--- src/rtl/alt_vipvfr131_common_stream_output_buf.sv ---
// rtl/alt_vipvfr131_common_stream_output_buf.sv - show-ahead FIFO output stage for Avalon-ST video with packet-boundary run gating
//
// Purpose:
//   Buffers an algorithmic core's internal stream in a DEPTH-entry show-ahead
//   FIFO and presents it on the dout port. Packet flow is gated by 'enable',
//   but a change of 'enable' is only applied between image packets, so a packet
//   in progress always completes and control packets that follow an image
//   travel with the next image packet.
//
// Optional feature (macro STREAM_OUTPUT_FRAME_COUNT_EN):
//   Defined   - frame_count counts popped eop beats of image packets (wraps at 16 bits).
//   Undefined - frame_count is tied to zero and no per-entry tag is stored.
//
// Ports:
//   clk, rst           clock and asynchronous active-high reset
//   int_valid/ready    internal stream handshake (input side)
//   int_data/sop/eop   internal stream payload and packet delimiters
//   dout_valid/ready   output handshake, ready latency 0
//   dout_data/sop/eop  FIFO head payload
//   enable             requested run state
//   synced             requested run state fully applied
//   fifo_level         entries held, 0..DEPTH
//   frame_count        completed image packets (optional feature)

module alt_vipvfr131_common_stream_output_buf #(
  parameter int BITS_PER_SYMBOL  = 10,
  parameter int SYMBOLS_PER_BEAT = 1,
  parameter int FIFO_DEPTH_LOG2  = 2
) (
  input  logic                                      clk,
  input  logic                                      rst,
  input  logic                                      int_valid,
  output logic                                      int_ready,
  input  logic [BITS_PER_SYMBOL*SYMBOLS_PER_BEAT-1:0] int_data,
  input  logic                                      int_sop,
  input  logic                                      int_eop,
  output logic                                      dout_valid,
  input  logic                                      dout_ready,
  output logic [BITS_PER_SYMBOL*SYMBOLS_PER_BEAT-1:0] dout_data,
  output logic                                      dout_sop,
  output logic                                      dout_eop,
  input  logic                                      enable,
  output logic                                      synced,
  output logic [FIFO_DEPTH_LOG2:0]                  fifo_level,
  output logic [15:0]                               frame_count
);

  localparam int DATA_WIDTH = BITS_PER_SYMBOL * SYMBOLS_PER_BEAT;
  localparam int DEPTH      = 1 << FIFO_DEPTH_LOG2;
  localparam int LW         = FIFO_DEPTH_LOG2 + 1;

  // FIFO storage
  logic [DATA_WIDTH-1:0]      mem_data [DEPTH];
  logic                       mem_sop  [DEPTH];
  logic                       mem_eop  [DEPTH];
  logic [FIFO_DEPTH_LOG2-1:0] wr_ptr;
  logic [FIFO_DEPTH_LOG2-1:0] rd_ptr;
  logic [LW-1:0]              level;

  // Packet tracking and gating state
  logic in_packet;
  logic cur_image;
  logic boundary_reg;
  logic gate_reg;
  logic gate;

  logic push;
  logic pop;
  logic full;
  logic empty;
  logic beat_image;

  assign full  = (level == LW'(DEPTH));
  assign empty = (level == '0);

  // Gate only follows 'enable' while parked on an image-packet boundary;
  // otherwise it holds its last value so the current packet run completes.
  assign gate      = boundary_reg ? enable : gate_reg;
  assign int_ready = gate && !full;
  assign synced    = (gate == enable) && (gate || empty);

  assign push = int_valid && int_ready;
  assign pop  = dout_valid && dout_ready;

  // A sop beat decides image-ness from its type nibble; later beats inherit it.
  // An eop arriving outside a packet is never treated as an image eop.
  assign beat_image = int_sop ? (int_data[3:0] == 4'd0) : (in_packet && cur_image);

  assign dout_valid = !empty;
  assign dout_data  = mem_data[rd_ptr];
  assign dout_sop   = mem_sop[rd_ptr];
  assign dout_eop   = mem_eop[rd_ptr];
  assign fifo_level = level;

  always_ff @(posedge clk or posedge rst) begin
    if (rst) begin
      for (int i = 0; i < DEPTH; i++) begin
        mem_data[i] <= '0;
        mem_sop[i]  <= 1'b0;
        mem_eop[i]  <= 1'b0;
      end
    end else if (push) begin
      mem_data[wr_ptr] <= int_data;
      mem_sop[wr_ptr]  <= int_sop;
      mem_eop[wr_ptr]  <= int_eop;
    end
  end

  // Pointers wrap naturally because DEPTH is a power of two.
  always_ff @(posedge clk or posedge rst) begin
    if (rst) begin
      wr_ptr <= '0;
      rd_ptr <= '0;
      level  <= '0;
    end else begin
      if (push) wr_ptr <= wr_ptr + 1'b1;
      if (pop)  rd_ptr <= rd_ptr + 1'b1;
      case ({push, pop})
        2'b10:   level <= level + 1'b1;
        2'b01:   level <= level - 1'b1;
        default: level <= level;
      endcase
    end
  end

  always_ff @(posedge clk or posedge rst) begin
    if (rst) begin
      in_packet    <= 1'b0;
      cur_image    <= 1'b0;
      boundary_reg <= 1'b1;
      gate_reg     <= 1'b0;
    end else begin
      gate_reg <= gate;
      if (push) begin
        if (int_sop) cur_image <= beat_image;
        // eop takes priority so a single-beat packet leaves in_packet clear
        if (int_eop)      in_packet <= 1'b0;
        else if (int_sop) in_packet <= 1'b1;
        // eop of an image wins over sop so a single-beat image ends on a boundary
        if (int_eop && beat_image) boundary_reg <= 1'b1;
        else if (int_sop)          boundary_reg <= 1'b0;
      end
    end
  end

`ifdef STREAM_OUTPUT_FRAME_COUNT_EN
  logic        mem_tag [DEPTH];
  logic [15:0] frame_cnt;

  always_ff @(posedge clk or posedge rst) begin
    if (rst) begin
      for (int i = 0; i < DEPTH; i++) mem_tag[i] <= 1'b0;
    end else if (push) begin
      mem_tag[wr_ptr] <= beat_image;
    end
  end

  always_ff @(posedge clk or posedge rst) begin
    if (rst) begin
      frame_cnt <= 16'd0;
    end else if (pop && mem_eop[rd_ptr] && mem_tag[rd_ptr]) begin
      frame_cnt <= frame_cnt + 16'd1;
    end
  end

  assign frame_count = frame_cnt;
`else
  assign frame_count = 16'd0;
`endif

endmodule
--- config.mk ---
export PLATFORM = sky130hd
export DESIGN_NAME = alt_vipvfr131_common_stream_output_buf
export DESIGN_NICKNAME = d
export VERILOG_FILES = /design/src/rtl/alt_vipvfr131_common_stream_output_buf.sv
export SDC_FILE = /design/constraint.sdc
export NUM_CORES = 1
export LEC_CHECK = 0
export ABC_AREA = 1
export ABC_CLOCK_PERIOD_IN_PS = 3600
export BUFFER_PORTS_ARGS = -buffer_cell sky130_fd_sc_hd__buf_2
export CORE_ASPECT_RATIO = 1.1
export CORE_UTILIZATION = 56
export CTS_CLUSTER_DIAMETER = 60
export DETAILED_ROUTE_END_ITERATION = 7
export GPL_ROUTABILITY_DRIVEN = 0
export PLACE_DENSITY_LB_ADDON = 0.2
export SYNTH_ARGS = -nofsm -noshare
export SYNTH_HDL_FRONTEND = slang
export SYNTH_SLANG_ARGS = --single-unit
--- constraint.sdc ---
create_clock -name clk -period 3.6 [get_ports clk]
set_input_delay 0.72 -clock clk [delete_from_list [all_inputs] [get_ports clk]]
set_output_delay 0.72 -clock clk [all_outputs]
set_load 0.005 [all_outputs]
==> impl_metrics.yaml, run 1 <==
placed_design:
  number_of_buffers_added_on_ports: 34
  place_area_um2: 3120
  detailedPlace.worstSlack_ps: 1250
  estimated_wirelength_of_the_detail_placed_design_um: 4340
worst_setup_path:
  timing.rr.start: "wr_ptr[0]"
  critPathArrivalTime_ps: 2010
  rr_endpoint: "mem_data[39]"
  end_kind: "primary output"
  slowest_stage: "inv_1"
  critPathBufInv: 3
  cp_max_fo: 26
  critPathLaunchType: "register"
  critical_path_cell_count: 5
  cp_class: "register to primary output"
  register_to_register_path_setup_slack_ps: 1360
  critPathMaxStageDelay_ps: 590
  path_cells: "buf_4, inv_1, o21ai_0, o22ai_1, buf_2"
  worst_ep_required_ps: 2880
  critical-path-top-delay-family: "buffers and inverters"
  worst-r2r-cell-count: 5
synth:
  synth_top_area_share_pct: 47.8
  synth-seq-cells: 59
  synthTopCellsByArea: "dfrtp_1 (48%), nand2_1 (14%), nand3_1 (8.9%)"
  yosysMostFrequentCell: "nand2_1"
  synth.cells.most_frequent: "nand2_1 (115), dfrtp_1 (58), nand3_1 (54)"
  syn_avg_cell_area_um2: 8.15
  synth_largest_area_cell: "dfrtp_1"
  synthesis.yosys.warnings: 0
  area_of_the_mapped_netlist_um2: 3040
  yosysUniqueCellTypes: 22
  postSynth.asyncResetShare_pct: 100
  synth_cells: 373
  yosysSeqAreaShare_pct: 48.6
  postSynth.topFlopCell: "dfrtp_1"
  number_of_synthesized_flops_with_an_enable_pin: 0
sta:
  fmax_ghz: 0.366
  least_margin_pin_slew_ps: 768
  rsz0062_at_grt: "no"
  fin_worst_hold_slack_ps: 382
  slew_headroom_pct: 48.7
  final_period_minus_worst_setup_slack_ps: 2730
  finalHoldViolCount: 0
  setup_viol: 0
  min_period_over_period_pct: 75.9
  clock_skew_after_layout_ps: 2.32
  timing.final.ws_setup_ps: 867
  finalSetupTns_ps: 0
  slew_viol_final: 0
die:
  die-area_um2: 5730
  initial_utilization_pct: 59.6
  fp.dieW_um: 72.2
  core_um2: 5100
  std_cell_rows: 27
  num_io_pins: 51
  floorplan.die.height_um: 79.3
route:
  top_signal_layer_used: "met4"
  drt-vias-per-instance: 5.45
  routedLengthMet1_um: 3040
  wirelength_um: 7050
  drtIter0Drc: 272
  wire_per_inst_um: 14.8
  drtAntennaViolNets: 0
  met3_length_um: 487
  dr_total_vias: 2589
  drt_pre_antenna_iters: 4
  drc: 0
  met2WireLength_um: 3410
power_and_ir_drop:
  power.static_leakage_nw: 1.78
  power_density_nw_per_um2: 930
  ir_worst_vdd_mv: 0.579
clock_tree:
  cts-root-to-sink-buffers: 2
  cts_inserted_buffers: 9
  buffer_type_at_the_clock_tree_root: "clkbuf_8"
  cts-hold-fix-buffers: 0
  cts.reportedPaths.clkPinSlew_ps: 60
  clock_sinks: 59
  cts_repair_resize_count: 0
  cts_tree: "yes"
  clk_latency_ps: 340
  htreeDepth: 3
  postCtsSetupRepairBufs: 0
global_route:
  global_route_wire_length_before_repair_um: 11800
  overflow: 0
  initial_antenna_violation_count: 0
  grt_start_max_net_pins: 54
  first_global_vias: 2486
  groute.usage.overall_pct: 27.8
finish:
  layout-drive-gt1-share_pct: 14.4
  flip_flop_count_of_the_largest_register_all_copies_and_words_added: 40
  top_regs: "mem_data: 40 flops, mem_eop: 4 flops, mem_sop: 4 flops"
  largest_register: "mem_data"
  layout.nets: 421
  finish.utilization_pct: 65.3
  area_overhead_vs_synth_pct: 9.59
  fin_area_um2: 3330
  diodes: 0
status:
  status: "completed"
min_path:
  hp-class: "input port to async pin"
job:
  drv.max_cap_violation_count: 0
==> metal layers <==
layer  GRT usage [%]  vias to the layer above
li1                -                     1234
met1            37.0                     1245
met2            43.9                      101
met3            5.96                        9
met4            11.4                        0
met5               0                        -
==> power breakdown <==
group	switching, mW	internal (mW)	leakage [nW]
logic	0.835	0.483	0.934
clock network	0.256	0.364	0.109
registers	0.195	0.964	0.736
==> worst max path at each step <==
| stage | from | endpoint | slack (ps) |
|---|---|---|---|
| 2_1_floorplan | rst | cur_image | 1430 |
| 3_3_place_gp | rd_ptr[0] | dout_sop | 1320 |
| 3_5_place_dp | rd_ptr[0] | dout_data[3] | 1250 |
| 4_1_cts | rd_ptr[0] | dout_data[3] | 870 |
| 5_1_grt | rd_ptr[0] | dout_data[8] | 690 |
| 6_report | rd_ptr[0] | dout_data[3] | 870 |
==> kinds of logic (layout without fill, tap and decap cells) <==
kind of cell             count (synthesis)  after routing  synth area share [%]
flip-flops                              59             59                  48.6
XOR/XNOR                                 3              3                 0.865
AO/OA/AOI/OAI                           40             40                  7.08
other                                    1             16                 0.123
AND/OR/NAND/NOR                        212            212                  30.5
buffers and inverters                   52             67                  10.1
adder cells (fa/ha/maj)                  6              6                  2.72
==> layout by cell type, fill, tap and decap left out <==
master and count:
nand2_1 115, dfrtp_1 58, nand3_1 54, buf_2 34
nor2_1 31, o21ai_0 28, conb_1 16, clkbuf_8 15
inv_1 14, o22ai_1 12, nand4_1 7, ha_1 5
nand2_4 3, xor2_1 2, buf_4 2, nor2_4 1
nor2_8 1, xnor2_1 1, inv_2 1, fa_1 1
dfstp_2 1, clkbuf_1 1
==> per-stage QoR <==
stage,std cells,total power [mW]
3_5_place_dp,459,2.48
6_report,475,3.10
5_1_grt,475,3.36
3_3_place_gp,459,2.43
2_1_floorplan,388,2.11
4_1_cts,475,3.10
==> cell type report <==
| cell class | instances | area [um2] |
|---|---|---|
| well taps | 72 | 90.1 |
| inverters | 15 | 56.3 |
| flip-flops and latches | 59 | 1480 |
| multi-input cells | 277 | 1310 |
| fillers | 443 | 1770 |
| repair buffers | 36 | 185 |
| clock buffers | 16 | 210 |
Note: power is estimated with default switching activity, not from simulation.
==> inputs of run 2 (changes only) <==
--- a/config.mk
+++ b/config.mk
@@ -5,11 +5,11 @@
 export SDC_FILE = /design/constraint.sdc
 export NUM_CORES = 1
 export LEC_CHECK = 0
-export ABC_AREA = 1
-export ABC_CLOCK_PERIOD_IN_PS = 3600
+export ABC_AREA = 0
+export ABC_CLOCK_PERIOD_IN_PS = 2500
 export BUFFER_PORTS_ARGS = -buffer_cell sky130_fd_sc_hd__buf_2
 export CORE_ASPECT_RATIO = 1.1
-export CORE_UTILIZATION = 56
+export CORE_UTILIZATION = 50
 export CTS_CLUSTER_DIAMETER = 60
 export DETAILED_ROUTE_END_ITERATION = 7
 export GPL_ROUTABILITY_DRIVEN = 0
==> constraint.sdc (replaced) <==
create_clock -name clk -period 2.5 [get_ports clk]
set_input_delay 0.5 -clock clk [delete_from_list [all_inputs] [get_ports clk]]
set_output_delay 0.5 -clock clk [all_outputs]
set_load 0.005 [all_outputs]
==> run 2 against run 1 <==
Compared with the run above:
- combinational power increased by 30%
- critical path depth shrank 2
- register-to-register slack worse by 1200 ps
- synthesized cell count is 48% lower
- sequential share of layout area up 0.25 points
- critical endpoint is now dout_data[0]
- highest routed layer unchanged
==> impl_metrics.yaml, run 2 <==
status:
  status: "completed"
power_and_ir_drop:
  power.static_leakage_nw: 1.51
  power_density_nw_per_um2: 1310
  design_power_total_mw: 4.33
  ir_worst_vdd_mv: 0.788
global_route:
  initial_antenna_violation_count: 0
  grt_start_max_net_pins: 29
  groute.usage.overall_pct: 19.0
  first_global_vias: 1622
  overflow: 0
  global_route_wire_length_before_repair_um: 8180
sta:
  clock_skew_after_layout_ps: 4.12
  min_period_over_period_pct: 92.6
  least_margin_pin_slew_ps: 597
  rsz0062_at_grt: "no"
  final_period_minus_worst_setup_slack_ps: 2320
  finalHoldViolCount: 0
  slew_viol_final: 0
  setup_viol: 0
  fin_worst_hold_slack_ps: 233
  fmax_ghz: 0.432
  slew_headroom_pct: 60.2
  finalSetupTns_ps: 0
synth:
  synth.cells.most_frequent: "dfrtp_1 (58), mux2_2 (41), buf_4 (17)"
  number_of_synthesized_flops_with_an_enable_pin: 0
  synth-seq-cells: 59
  synth_cells: 195
  synthTopCellsByArea: "dfrtp_1 (50%), mux2_2 (16%), mux4_2 (9.4%)"
  postSynth.topFlopCell: "dfrtp_1"
  synth_largest_area_cell: "dfrtp_1"
  area_of_the_mapped_netlist_um2: 2880
  syn_avg_cell_area_um2: 14.8
  yosysUniqueCellTypes: 34
  synth_top_area_share_pct: 50.4
  yosysMostFrequentCell: "dfrtp_1"
  postSynth.asyncResetShare_pct: 100
  yosysSeqAreaShare_pct: 51.3
  synthesis.yosys.warnings: 0
clock_tree:
  postCtsSetupRepairBufs: 0
  cts.reportedPaths.clkPinSlew_ps: 60
  clock_sinks: 59
  htreeDepth: 3
  cts-root-to-sink-buffers: 2
  cts-hold-fix-buffers: 0
  clk_latency_ps: 330
  cts_inserted_buffers: 9
  cts_repair_resize_count: 0
  cts_tree: "yes"
  buffer_type_at_the_clock_tree_root: "clkbuf_8"
route:
  dr_total_vias: 1638
  wirelength_um: 4890
  drt-vias-per-instance: 5.09
  drc: 0
  wire_per_inst_um: 15.2
  drtIter0Drc: 103
  drtAntennaViolNets: 0
  drt_pre_antenna_iters: 4
placed_design:
  post-place-cells: 306
  estimated_wirelength_of_the_detail_placed_design_um: 3430
  number_of_buffers_added_on_ports: 34
worst_setup_path:
  worst_ep_required_ps: 2000
  end_kind: "primary output"
  critPathArrivalTime_ps: 1820
  worst-r2r-cell-count: 9
  register_to_register_path_setup_slack_ps: 200
  rr_endpoint: "fifo_level[2]"
  critPathLaunchType: "register"
  worst_setup_path_startpoint: "rd_ptr[0]"
  timing.rr.start: "boundary_reg"
  cp_class: "register to primary output"
  cp_max_fo: 8
finish:
  largest_register: "mem_data"
  finish.utilization_pct: 60.6
  top_regs: "mem_data: 40 flops, mem_eop: 4 flops, mem_sop: 4 flops"
  diodes: 0
  layout_commonest_cell: "dfrtp_1"
  layout-drive-gt1-share_pct: 49.0
  layoutNonFillerInstCount: 322
  area_overhead_vs_synth_pct: 14.9
  layout.nets: 265
  flip_flop_count_of_the_largest_register_all_copies_and_words_added: 40
  final_cell_mix: "dfrtp_1 (58), mux2_2 (41), buf_2 (34)"
  fill_cells: 446
die:
  core_um2: 5470
  die-area_um2: 6070
  floorplan.die.height_um: 81.6
  initial_utilization_pct: 52.7
  std_cell_rows: 28
  fp.dieW_um: 74.4
  num_io_pins: 51
min_path:
  hp-class: "input port to async pin"
job:
  drv.max_cap_violation_count: 0
## run 2: cell count changes in the layout (fill, tap and decap cells not counted), sizes merged, moves of 5 or more
cell / delta
o22ai: -11
inv: -6
nand4: -7
nand2: -111
mux2: +50
buf: +8
mux4: +12
o21ai: -27
nor3: +5
nor2: -31
nand3: -54
## run 2: layout make-up
cell class,instances,area (um2),share of cell area [%]
clock buffers,16,210,6.35
inverters,9,33.8,1.02
multi-input cells,119,1250,37.8
flip-flops and latches,59,1480,44.6
well taps,75,93.8,2.83
repair buffers,44,245,7.40
## run 2: how the worst max path moves through the flow
stage / end / cells past startpoint
floorplan: fifo_level[2] / 9
detailed placement: fifo_level[2] / 9
global route: fifo_level[2] / 9
global placement: fifo_level[2] / 9
CTS: dout_data[0] / 3
finish: dout_data[0] / 3
## run 2: routing by layer
metal  part of all wire (%)  global-route usage, %  routed length (um)  vias up
li1                       -                      -                   -      757
met1                     49                   26.4                2390      836
met2                     47                   27.9                2290       43
met3                    3.8                   5.52                 188        2
met4                   0.55                   7.92                  27        0
met5                      0                      0                   0        -
## run 2: through the flow
stage               setup WS, ps  cell area, um2
floorplan                    337            2940
global placement             250            3100
detailed placement           191            3100
CTS                          153            3310
global route                67.6            3310
finish                       184            3310
## run 2: kinds of logic after synthesis
kind of cell    synth area share [%]
compound gates                  1.39
xor+xnor                        1.82
fa+ha+maj                       2.87
buf+inv                         7.25
flops                           51.3
mux                             30.0
other cells                    0.130
simple gates                    5.21
## run 2: worst max-delay path, stage by stage (launching register included)
cell	delay [ps]
dfrtp_1	540
buf_4	270
mux4_2	530
buf_2	140
## run 2: power by group
part	internal (mW)	total, mW	leakage, nW	switching, mW
logic	1.05	1.72	0.690	0.671
clock network	0.524	0.880	0.109	0.356
registers	1.44	1.73	0.707	0.284
total	3.02	4.33	1.51	1.31
